<file path="config.mk">
export PLATFORM = sky130hd
export DESIGN_NAME = bist_vec_gen
export DESIGN_NICKNAME = d
export VERILOG_FILES = /design/src/rtl/adder_bist_checker_vec_gen.sv
export SDC_FILE = /design/constraint.sdc
export NUM_CORES = 1
export LEC_CHECK = 0
export ABC_AREA = 0
export CAP_MARGIN = 20
export CORE_MARGIN = 2
export CORE_UTILIZATION = 25
export CTS_CLUSTER_DIAMETER = 50
export DETAILED_ROUTE_END_ITERATION = 10
export SETUP_SLACK_MARGIN = 0.05
export SYNTH_ARGS = -nofsm -noshare
export SYNTH_HDL_FRONTEND = slang
export SYNTH_SLANG_ARGS = --single-unit
</file>
<file path="constraint.sdc">
create_clock -name clk -period 1.4 [get_ports clk]
set_input_delay 0.28 -clock clk [delete_from_list [all_inputs] [get_ports clk]]
set_output_delay 0.28 -clock clk [all_outputs]
set_load 0.01 [all_outputs]
</file>
<file path="src/rtl/adder_bist_checker_vec_gen.sv">
// Vector index counter for the adder BIST sweep; last flags the final vector.
// Index width already accounts for ADDER_BIST_CIN_SWEEP_EN via the caller.
module bist_vec_gen #(
  parameter int IDX_W = 8
) (
  input  logic             clk,
  input  logic             rst,
  input  logic             clr,
  input  logic             adv,
  output logic [IDX_W-1:0] idx,
  output logic             last
);

  always_ff @(posedge clk or posedge rst) begin
    if (rst)
      idx <= '0;
    else if (clr)
      idx <= '0;
    else if (adv)
      idx <= idx + 1'b1;
  end

  assign last = &idx;

endmodule

</file>
==> results.md, run 1 <==
- Status: finished, final reports clean
- Vias in the first global route: 375
- GRT Residual Overflow: 0
- Setup Skew: 0.000268 ns
- Yosys warns: 0
- Max IR drop VDD: 0.000366 V
- Cell Count, Final, Fillers Out: 81
- # nets final: 72
- Clock tree buffer depth: 2
- Syn_area_per_cell: 9.79 µm²
- Clock sinks: 8
- Routed WL: 911 µm
- Arr. time, crit path: 1.08 ns
- H-tree depth: 1
- Initial Utilization: 26.3%
- Sw Pwr: 0.113 mW
- Placed cells: 77
- Buf+Inv Stages, Crit Path: 1
- Die area: 1900 µm²
- Max reg flops: 8
- Worst-Skew Late Latency: 0.25 ns
- Area contributors post-synth: dfrtp_1 (51%), xor2_1 (6.7%), nor2_1 (5.8%), or3_1 (4.8%), a21oi_1 (3.8%)
- Final Cycle Share: 96.8%
- Netlist Area Pre-Place: 392 µm²
- Most common cell in the netlist: dfrtp_1
- Starting DRC count in detailed routing: 6
- CP Launch Type: register
- Utilization after layout: 42.5%
- Clock period minus worst slack: 1.36 ns
- Via count: 384
- Post-synth top area share: 51.1%
- Worst setup margin: 0.0446 ns
- Fmax: 0.738 GHz
- Clock power frac: 36.3%
- Syn_nets: 45
- Drt drc: 0
- Endpoints failing setup: 0
- Worst-path maximum fanout: 2
- Crit Reg-Reg Startpoint: idx[1]
- Core area: 1490 µm²
- CP max stage cell: dfrtp_1
- Hold Crit Class: in2async
- Cell variety after synth: 16
- RSZ-0062 raised after global routing: yes
- CTS Root Cell: clkbuf_4
- Power share of the combinational group: 13.1%
- Crit path max-delay family: flip-flops
- Primary FF master, synth: dfrtp_1
- Setup CP Type: reg2out
- WP data required: 1.12 ns
- Num CTS Buffers: 3
- Commonest cells post-synth: dfrtp_1 (8), nor2_1 (6)
- Slew headroom: 78.1%
- Wire per inst: 11.2 µm
- Die width: 43.6 µm
- Total GRT Usage: 12.0%
- Leading area contributor after synthesis: dfrtp_1
- DRT Pass-1 Iters: 4
- Worst-path clk slew: 0.05 ns
- Initial antenna violation count: 0
- Post-layout power: 0.481 mW
- Top Registers: idx: 8 flops
- Sw Share: 23.4%
- First-pass GRT wire length: 1.64 mm
- Reg with most FFs: idx
- Max_cap viols: 0
- Antenna cells: 0
- Cell Chain, Critical Path: ha_4 > nand3_2 > nor2_2 > buf_2
- Die H: 43.6 µm
- Detail Route Antenna Nets: 0
- Crit. End Element: primary output
- Setup WS pre-CTS: -0.115 ns
- IO Port Bufs: 12
- Synthesis-stage register bit count: 8
- Flop pwr share: 50.5%
- P_int: 0.368 mW
- # IOs: 13
- Critical path origin: idx[1]
- Routed vias/inst: 4.74
- Row count: 14
- Largest net degree at the start of global routing: 9
- GP Congestion: 0.689
- Max Slew Vio Count: 0
- Mapped Cells: 40
- Max incr delay on CP: 0.39 ns
- Power per cell area: 760 nW/µm²
- Sequential-to-total area share from yosys stat: 51.1%
- Worst-Margin Slew: 0.327 ns
- Post-DP HPWL: 706 µm
- Leak pwr: 0.297 nW
- Final Hold Viols: 0
- Async SR Flop Fraction: 100%
- CTS tree: done
- Post-synth EDFFs: 0
- Share of cells above drive strength 1: 35.4%
- Layout area overhead: 61.7%
-- final timing paths --
kind,endpoint,slack (ns),cells after the start
min in group clk,idx[6],0.64,3
min reg2reg,idx[6],0.64,3
max,last,0.04,4
min,idx[1],0.28,2
max reg2reg,idx[6],0.15,5
max in group asynchronous,idx[4],0.88,2
-- power groups by stage --
stage	Sequential, mW	Clock (mW)	Combinational (mW)
floorplan	0.251	0	0.0239
CTS	0.241	0.187	0.0631
finish	0.243	0.175	0.0631
global route	0.244	0.202	0.0725
global placement	0.244	0	0.0666
detailed placement	0.245	0	0.0667
-- layout by cell type (no fill, tap or decap) --
cell,instances
clkbuf_4,3
o21ai_0,3
buf_4,12
xor2_1,3
dfrtp_1,8
nand4_2,1
mux2i_1,1
inv_1,1
nand3_2,1
ha_4,1
clkdlybuf4s15_1,5
clkdlybuf4s50_1,3
xnor2_1,1
or3_1,3
nor2_1,5
a21oi_1,3
clkbuf_2,3
buf_2,1
nand2_1,2
nand4_1,2
nand3_1,2
nor2_2,1
-- final cells by class --
class	instances	area (µm²)
Clock buffer	3	22.5
Fill cell	145	856
Inverter	1	3.75
Multi-Input combinational cell	29	196
Sequential cell	8	200
Tap cell	16	20.0
Timing Repair Buffer	24	190
-- through the flow --
stage	cell area, µm²	setup TNS [ns]	hold slack, ns
detailed placement	603	-0.501	0.559
global route	633	-0.0517	0.303
floorplan	392	0	0.0957
CTS	614	0	0.285
finish	633	0	0.279
global placement	603	-0.348	0.551
-- logic make-up (layout without fill, tap and decap cells) --
family / count (synthesis) / count (layout) / synth area share, %
AO/OA/AOI/OAI: 6 / 6 / 7.67
XOR/XNOR: 4 / 4 / 8.95
adder cells (fa/ha/maj): 1 / 1 / 3.19
buffers and inverters: 3 / 28 / 3.83
flip-flops: 8 / 8 / 51.1
multiplexers: 1 / 1 / 2.56
AND/OR/NAND/NOR: 17 / 17 / 22.7
-- per-layer routing --
layer,GRT usage (%),vias up,share of wire [%]
met2,16.8,14,44
met1,15.6,179,49
li1,-,191,-
met3,7.08,0,7.1
met4,3.64,0,0
met5,0,-,0
-- repair_timing --
action | in CTS | in global routing
endpoints found under the hold margin | 0 | 0
hold buffers | 0 | 0
resized for setup | 14 | 13
setup buffers | 0 | 1
endpoints found under the setup margin | 9 | 10
pin swaps | 0 | 4
Power figures use the tool's default switching activity.
==> inputs of run 2 (changes only) <==
- CORE_AREA: default -> 2 2 39 41
- CORE_MARGIN: 2 -> default
- CORE_UTILIZATION: 25 -> default
- CTS_CLUSTER_SIZE: default -> 24
- DIE_AREA: default -> 0 0 41 43
- HOLD_SLACK_MARGIN: default -> 0.12
==> run 2 against run 1 <==
  * Register-to-register slack worse by 0.06 ns
  * Fmax up 0.65%
  * Sequential share of layout area up 0.70 points
  * Final cell count down 2.5%
  * Setup slack better by 0.0088 ns
  * Via count down 3.1%
  * Critical path type unchanged
==> results.md, run 2 (synthesis gave the netlist of run 1 again) <==
- Initial Utilization: 28.3% (was 26.3%)
- Power share of the combinational group: 13.7% (was 13.1%)
- Worst-path clk slew: 0.05 ns (about the same)
- H-tree depth: 1 (unchanged)
- Worst-path maximum fanout: 2 (unchanged)
- Commonest cells after routing, fill and taps aside: buf_4 (10), dfrtp_1 (8), nor2_1 (6) (was buf_4 (12), dfrtp_1 (8), nor2_1 (5), clkdlybuf4s15_1 (5))
- Antenna cells: 0 (unchanged)
- # nets final: 70 (was 72)
- Clock tree buffer depth: 2 (unchanged)
- Endpoints failing setup: 0 (unchanged)
- CTS Root Cell: clkbuf_4 (unchanged)
- Max reg flops: 8 (unchanged)
- Hold Crit Class: in2async (unchanged)
- # IOs: 13 (unchanged)
- Arr. time, crit path: 1.07 ns (was 1.08 ns)
- Worst-Skew Late Latency: 0.25 ns (about the same)
- Initial antenna violation count: 0 (unchanged)
- RSZ-0062 raised after global routing: yes (unchanged)
- CTS tree: done (unchanged)
- Placed cells: 76 (was 77)
- Status: finished, final reports clean (unchanged)
- Routed WL: 903 µm (was 911 µm)
- Terminus of the critical flop-to-flop path: idx[6] (unchanged)
- WP data required: 1.12 ns (about the same)
- Max_cap viols: 0 (unchanged)
- Die area: 1760 µm² (was 1900 µm²)
- Setup Skew: 0.00699 ns (was 0.000268 ns)
- Crit path capture: last (unchanged)
- Leak pwr: 0.303 nW (was 0.297 nW)
- Power per cell area: 770 nW/µm² (was 760 nW/µm²)
- Flop pwr share: 50.6% (was 50.5%)
- Clock power frac: 35.7% (was 36.3%)
- P_int: 0.370 mW (was 0.368 mW)
- Clock period minus worst slack: 1.35 ns (was 1.36 ns)
- Setup CP Type: reg2out (unchanged)
- Slew headroom: 77.8% (was 78.1%)
- Crit Reg-Reg Startpoint: idx[1] (unchanged)
- Post-Layout Inst Area: 619 µm² (was 633 µm²)
- Drt drc: 0 (unchanged)
- Num CTS Buffers: 3 (unchanged)
- Critical path origin: idx[1] (unchanged)
- Commonest non-fill, non-tap cell in the layout: buf_4 (unchanged)
- Layout area overhead: 58.1% (was 61.7%)
- Die width: 41 µm (was 43.6 µm)
- Starting DRC count in detailed routing: 3 (was 6)
- Cell Count, Final, Fillers Out: 79 (was 81)
- Total GRT Usage: 12.9% (was 12.0%)
- Setup bufs post-CTS: 0 (unchanged)
- Largest net degree at the start of global routing: 9 (unchanged)
- Clock sinks: 8 (unchanged)
- Fmax: 0.743 GHz (was 0.738 GHz)
- Sw Share: 22.5% (was 23.4%)
- Sw Pwr: 0.107 mW (was 0.113 mW)
- Max Slew Vio Count: 0 (unchanged)
- Worst-Margin Slew: 0.331 ns (was 0.327 ns)
- GRT Residual Overflow: 0 (unchanged)
- Utilization after layout: 44.8% (was 42.5%)
- Top Registers: idx: 8 flops (unchanged)
- Setup Total Neg Slack: 0 ns (unchanged)
- Reg with most FFs: idx (unchanged)
- Core area: 1380 µm² (was 1490 µm²)
- Share of cells above drive strength 1: 30.2% (was 35.4%)
- Crit. End Element: primary output (unchanged)
- Post-DP HPWL: 731 µm (was 706 µm)
- DRT Pass-1 Iters: 3 (was 4)
- Post-layout power: 0.477 mW (was 0.481 mW)
- Final Cycle Share: 96.2% (was 96.8%)
- DP Area: 596 µm² (was 603 µm²)
- FF-to-FF path depth: 5 (unchanged)
- CP Launch Type: register (unchanged)
- Max IR drop VDD: 0.000326 V (was 0.000366 V)
- Routed vias/inst: 4.71 (was 4.74)
- IO Port Bufs: 12 (unchanged)
- GP Congestion: 0.686 (was 0.689)
- First-pass GRT wire length: 1.49 mm (was 1.64 mm)
- R2r setup slk: 0.09 ns (was 0.15 ns)
- Die H: 43 µm (was 43.6 µm)
- Via count: 372 (was 384)
- Detail Route Antenna Nets: 0 (unchanged)
- Final Hold Viols: 0 (unchanged)
- Row count: 14 (unchanged)
- Vias in the first global route: 368 (was 375)
- Wire per inst: 11.4 µm (was 11.2 µm)
==> run 2: worst max-delay path, stage by stage, from the launching register on <==
cell,delay (ns)
dfrtp_1,0.35
ha_2,0.19
nand3_2,0.07
nor2_1,0.08
buf_2,0.13
==> run 2: worst min path at each step <==
stage / from / end / slack [ns] / cells past startpoint
6_report: rst / idx[7] / 0.28 / 2
3_5_place_dp: rst / idx[2] / 0.55 / 2
2_1_floorplan: rst / idx[0] / 0.1 / 1
3_3_place_gp: rst / idx[7] / 0.56 / 2
4_1_cts: rst / idx[2] / 0.29 / 2
5_1_grt: rst / idx[2] / 0.32 / 2
==> run 2: power by group through the flow <==
stage / registers [mW] / logic [mW] / clock network, mW
after CTS: 0.241 / 0.0656 / 0.178
after floorplan: 0.251 / 0.0239 / 0
after detailed placement: 0.245 / 0.0691 / 0
after global placement: 0.245 / 0.0686 / 0
final: 0.241 / 0.0656 / 0.170
after global routing: 0.241 / 0.0734 / 0.196
==> run 2: layout make-up <==
class	instances	area (µm²)
well taps	16	20.0
repair buffers	22	185
multi-input cells	29	188
clock buffers	3	22.5
fillers	148	764
inverters	1	3.75
flip-flops and latches	8	200
==> run 2: repair_timing <==
action / CTS / global route
gates resized for setup: 15 / 8
endpoints found under the setup margin: 9 / 8
hold buffers: 0 / 0
==> run 2: metrics by stage <==
step | worst slack [ns] | hold slack, ns
2_1_floorplan | 0.152 | 0.0957
3_3_place_gp | -0.117 | 0.557
3_5_place_dp | -0.160 | 0.552
4_1_cts | 0.0269 | 0.289
5_1_grt | -0.0201 | 0.316
6_report | 0.0535 | 0.279
==> run 2: metal layers <==
metal  part of all wire, %  track usage, %  vias to the layer above
met1                    43            14.1                      173
met3                   4.9            7.85                        0
met2                    52            20.0                       10
met5                     0               0                        -
met4                     0            4.00                        0
li1                      -               -                      189
==> inputs of run 3 (changes only) <==
- CTS_CLUSTER_SIZE: 24 -> 10
- SKIP_CTS_REPAIR_TIMING: default -> 1
==> run 3 against run 2 <==
  * Die area stayed put
  * Clock-buffer cell count did not move
  * Final cell count is the same
  * Critical path depth is the same
  * Combinational power rose by 2%
  * Non-clock buffer count is the same
  * Design area rose by 3.6%
  * Global-route usage fell by 0.20 points
  * Worst hold slack about the same
  * Fmax fell by 1.0%
  * Total power increased by 0.30%
  * Via count is 2.2% higher
  * Critical endpoint unchanged
  * Largest power group unchanged
  * Highest routed layer unchanged
==> results.md, run 3 (synthesis gave the netlist of run 1 again) <==
- Met2 WL: 486 µm (was 469 µm)
- CTS Root Cell: clkbuf_4 (unchanged)
- Setup WS pre-CTS: -0.160 ns (unchanged)
- Arr. time, crit path: 1.08 ns (was 1.07 ns)
- Met3 WL: 50 µm (was 44 µm)
- Die area: 1760 µm² (unchanged)
- Utilization after layout: 46.4% (was 44.8%)
- RSZ-0062 raised after global routing: yes (unchanged)
- Commonest cells after routing, fill and taps aside: buf_4 (10), dlymetal6s2s_1 (9), dfrtp_1 (8) (was buf_4 (10), dfrtp_1 (8), nor2_1 (6))
- GRT Residual Overflow: 0 (unchanged)
- Worst-Skew Late Latency: 0.25 ns (about the same)
- # IOs: 13 (unchanged)
- Post-layout power: 0.478 mW (was 0.477 mW)
- Hold Crit Class: in2async (unchanged)
- IO Port Bufs: 12 (unchanged)
- GP Congestion: 0.686 (unchanged)
- Status: finished, final reports clean (unchanged)
- Layout area overhead: 63.9% (was 58.1%)
- H-tree depth: 1 (unchanged)
- Max_cap viols: 0 (unchanged)
- Worst-path maximum fanout: 2 (unchanged)
- Die width: 41 µm (unchanged)
- Worst setup margin: 0.0394 ns (was 0.0535 ns)
- Reg with most FFs: idx (unchanged)
- # nets final: 70 (unchanged)
- Die H: 43 µm (unchanged)
- DR top layer: met3 (unchanged)
- Power per cell area: 745 nW/µm² (was 770 nW/µm²)
- Final Hold Viols: 0 (unchanged)
- Antenna cells: 0 (unchanged)
- Placed cells: 76 (unchanged)
- Clock sinks: 8 (unchanged)
- Starting DRC count in detailed routing: 4 (was 3)
- Total GRT Usage: 12.7% (was 12.9%)
- Post-Layout Inst Area: 642 µm² (was 619 µm²)
- Core area: 1380 µm² (unchanged)
- DP Area: 596 µm² (unchanged)
- Post-DP HPWL: 731 µm (unchanged)
- WP data required: 1.12 ns (about the same)
- Setup Total Neg Slack: 0 ns (unchanged)
- Endpoints failing setup: 0 (unchanged)
- Clock period minus worst slack: 1.36 ns (was 1.35 ns)
- Slew headroom: 77.8% (about the same)
- R2r setup slk: 0.09 ns (about the same)
- Num CTS Buffers: 3 (unchanged)
- Detail Route Antenna Nets: 0 (unchanged)
- Max reg flops: 8 (unchanged)
- Row count: 14 (unchanged)
- Top Registers: idx: 8 flops (unchanged)
- Share of cells above drive strength 1: 27.0% (was 30.2%)
- Worst-Margin Slew: 0.333 ns (was 0.331 ns)
- Wire per inst: 11.7 µm (was 11.4 µm)
- Leak pwr: 0.429 nW (was 0.303 nW)
- Cell Count, Final, Fillers Out: 79 (unchanged)
- Max IR drop VDD: 0.000326 V (about the same)
- Drt drc: 0 (unchanged)
- Fmax: 0.735 GHz (was 0.743 GHz)
- Clock tree buffer depth: 2 (unchanged)
- Setup CP Type: reg2out (unchanged)
- DRT Pass-1 Iters: 3 (unchanged)
- Setup Skew: 0.00663 ns (was 0.00699 ns)
- M1 WL: 391 µm (was 389 µm)
- Vias in the first global route: 366 (was 368)
- Commonest non-fill, non-tap cell in the layout: buf_4 (unchanged)
- Routed WL: 928 µm (was 903 µm)
- CP Launch Type: register (unchanged)
- Final Cycle Share: 97.2% (was 96.2%)
- First-pass GRT wire length: 1.46 mm (was 1.49 mm)
- Hold_ws: 0.279 ns (about the same)
- CTS tree: done (unchanged)
- Routed vias/inst: 4.81 (was 4.71)
- Crit. End Element: primary output (unchanged)
- Via count: 380 (was 372)
- Worst-path clk slew: 0.05 ns (about the same)
- Initial Utilization: 28.3% (unchanged)
- Largest net degree at the start of global routing: 9 (unchanged)
- Initial antenna violation count: 0 (unchanged)
- Max Slew Vio Count: 0 (unchanged)
[run 3: where the power goes]
part           total [mW]  switching [mW]  internal (mW)
Clock               0.170          0.0722         0.0977
Sequential          0.241         0.00381          0.238
Combinational      0.0671          0.0309         0.0362
[run 3: path summary, 6_finish.rpt]
| path | startpoint | to | cells past startpoint |
|---|---|---|---|
| max in group asynchronous | rst | idx[4] | 2 |
| min | rst | idx[7] | 2 |
| min reg2reg | idx[7] | idx[7] | 2 |
| max | idx[0] | last | 4 |
| max reg2reg | idx[0] | idx[6] | 5 |
| min in group clk | adv | idx[0] | 4 |
[run 3: final cells by class]
cell class	instances	area, µm²
clock buffer	3	22.5
fill	143	742
inverter	1	3.75
multi-input combinational	29	183
sequential	8	200
tap	16	20.0
timing repair buffer	22	213
[run 3: layer usage]
layer,GRT usage [%],vias to the layer above
li1,-,188
met1,13.8,182
met2,19.7,10
met3,7.85,0
met4,4.00,0
met5,0,-
[run 3: critical path: stages, from the launching register on]
cell     delay (ns)
dfrtp_1        0.35
ha_2           0.19
nand3_1        0.08
nor2_1         0.08
buf_2          0.13
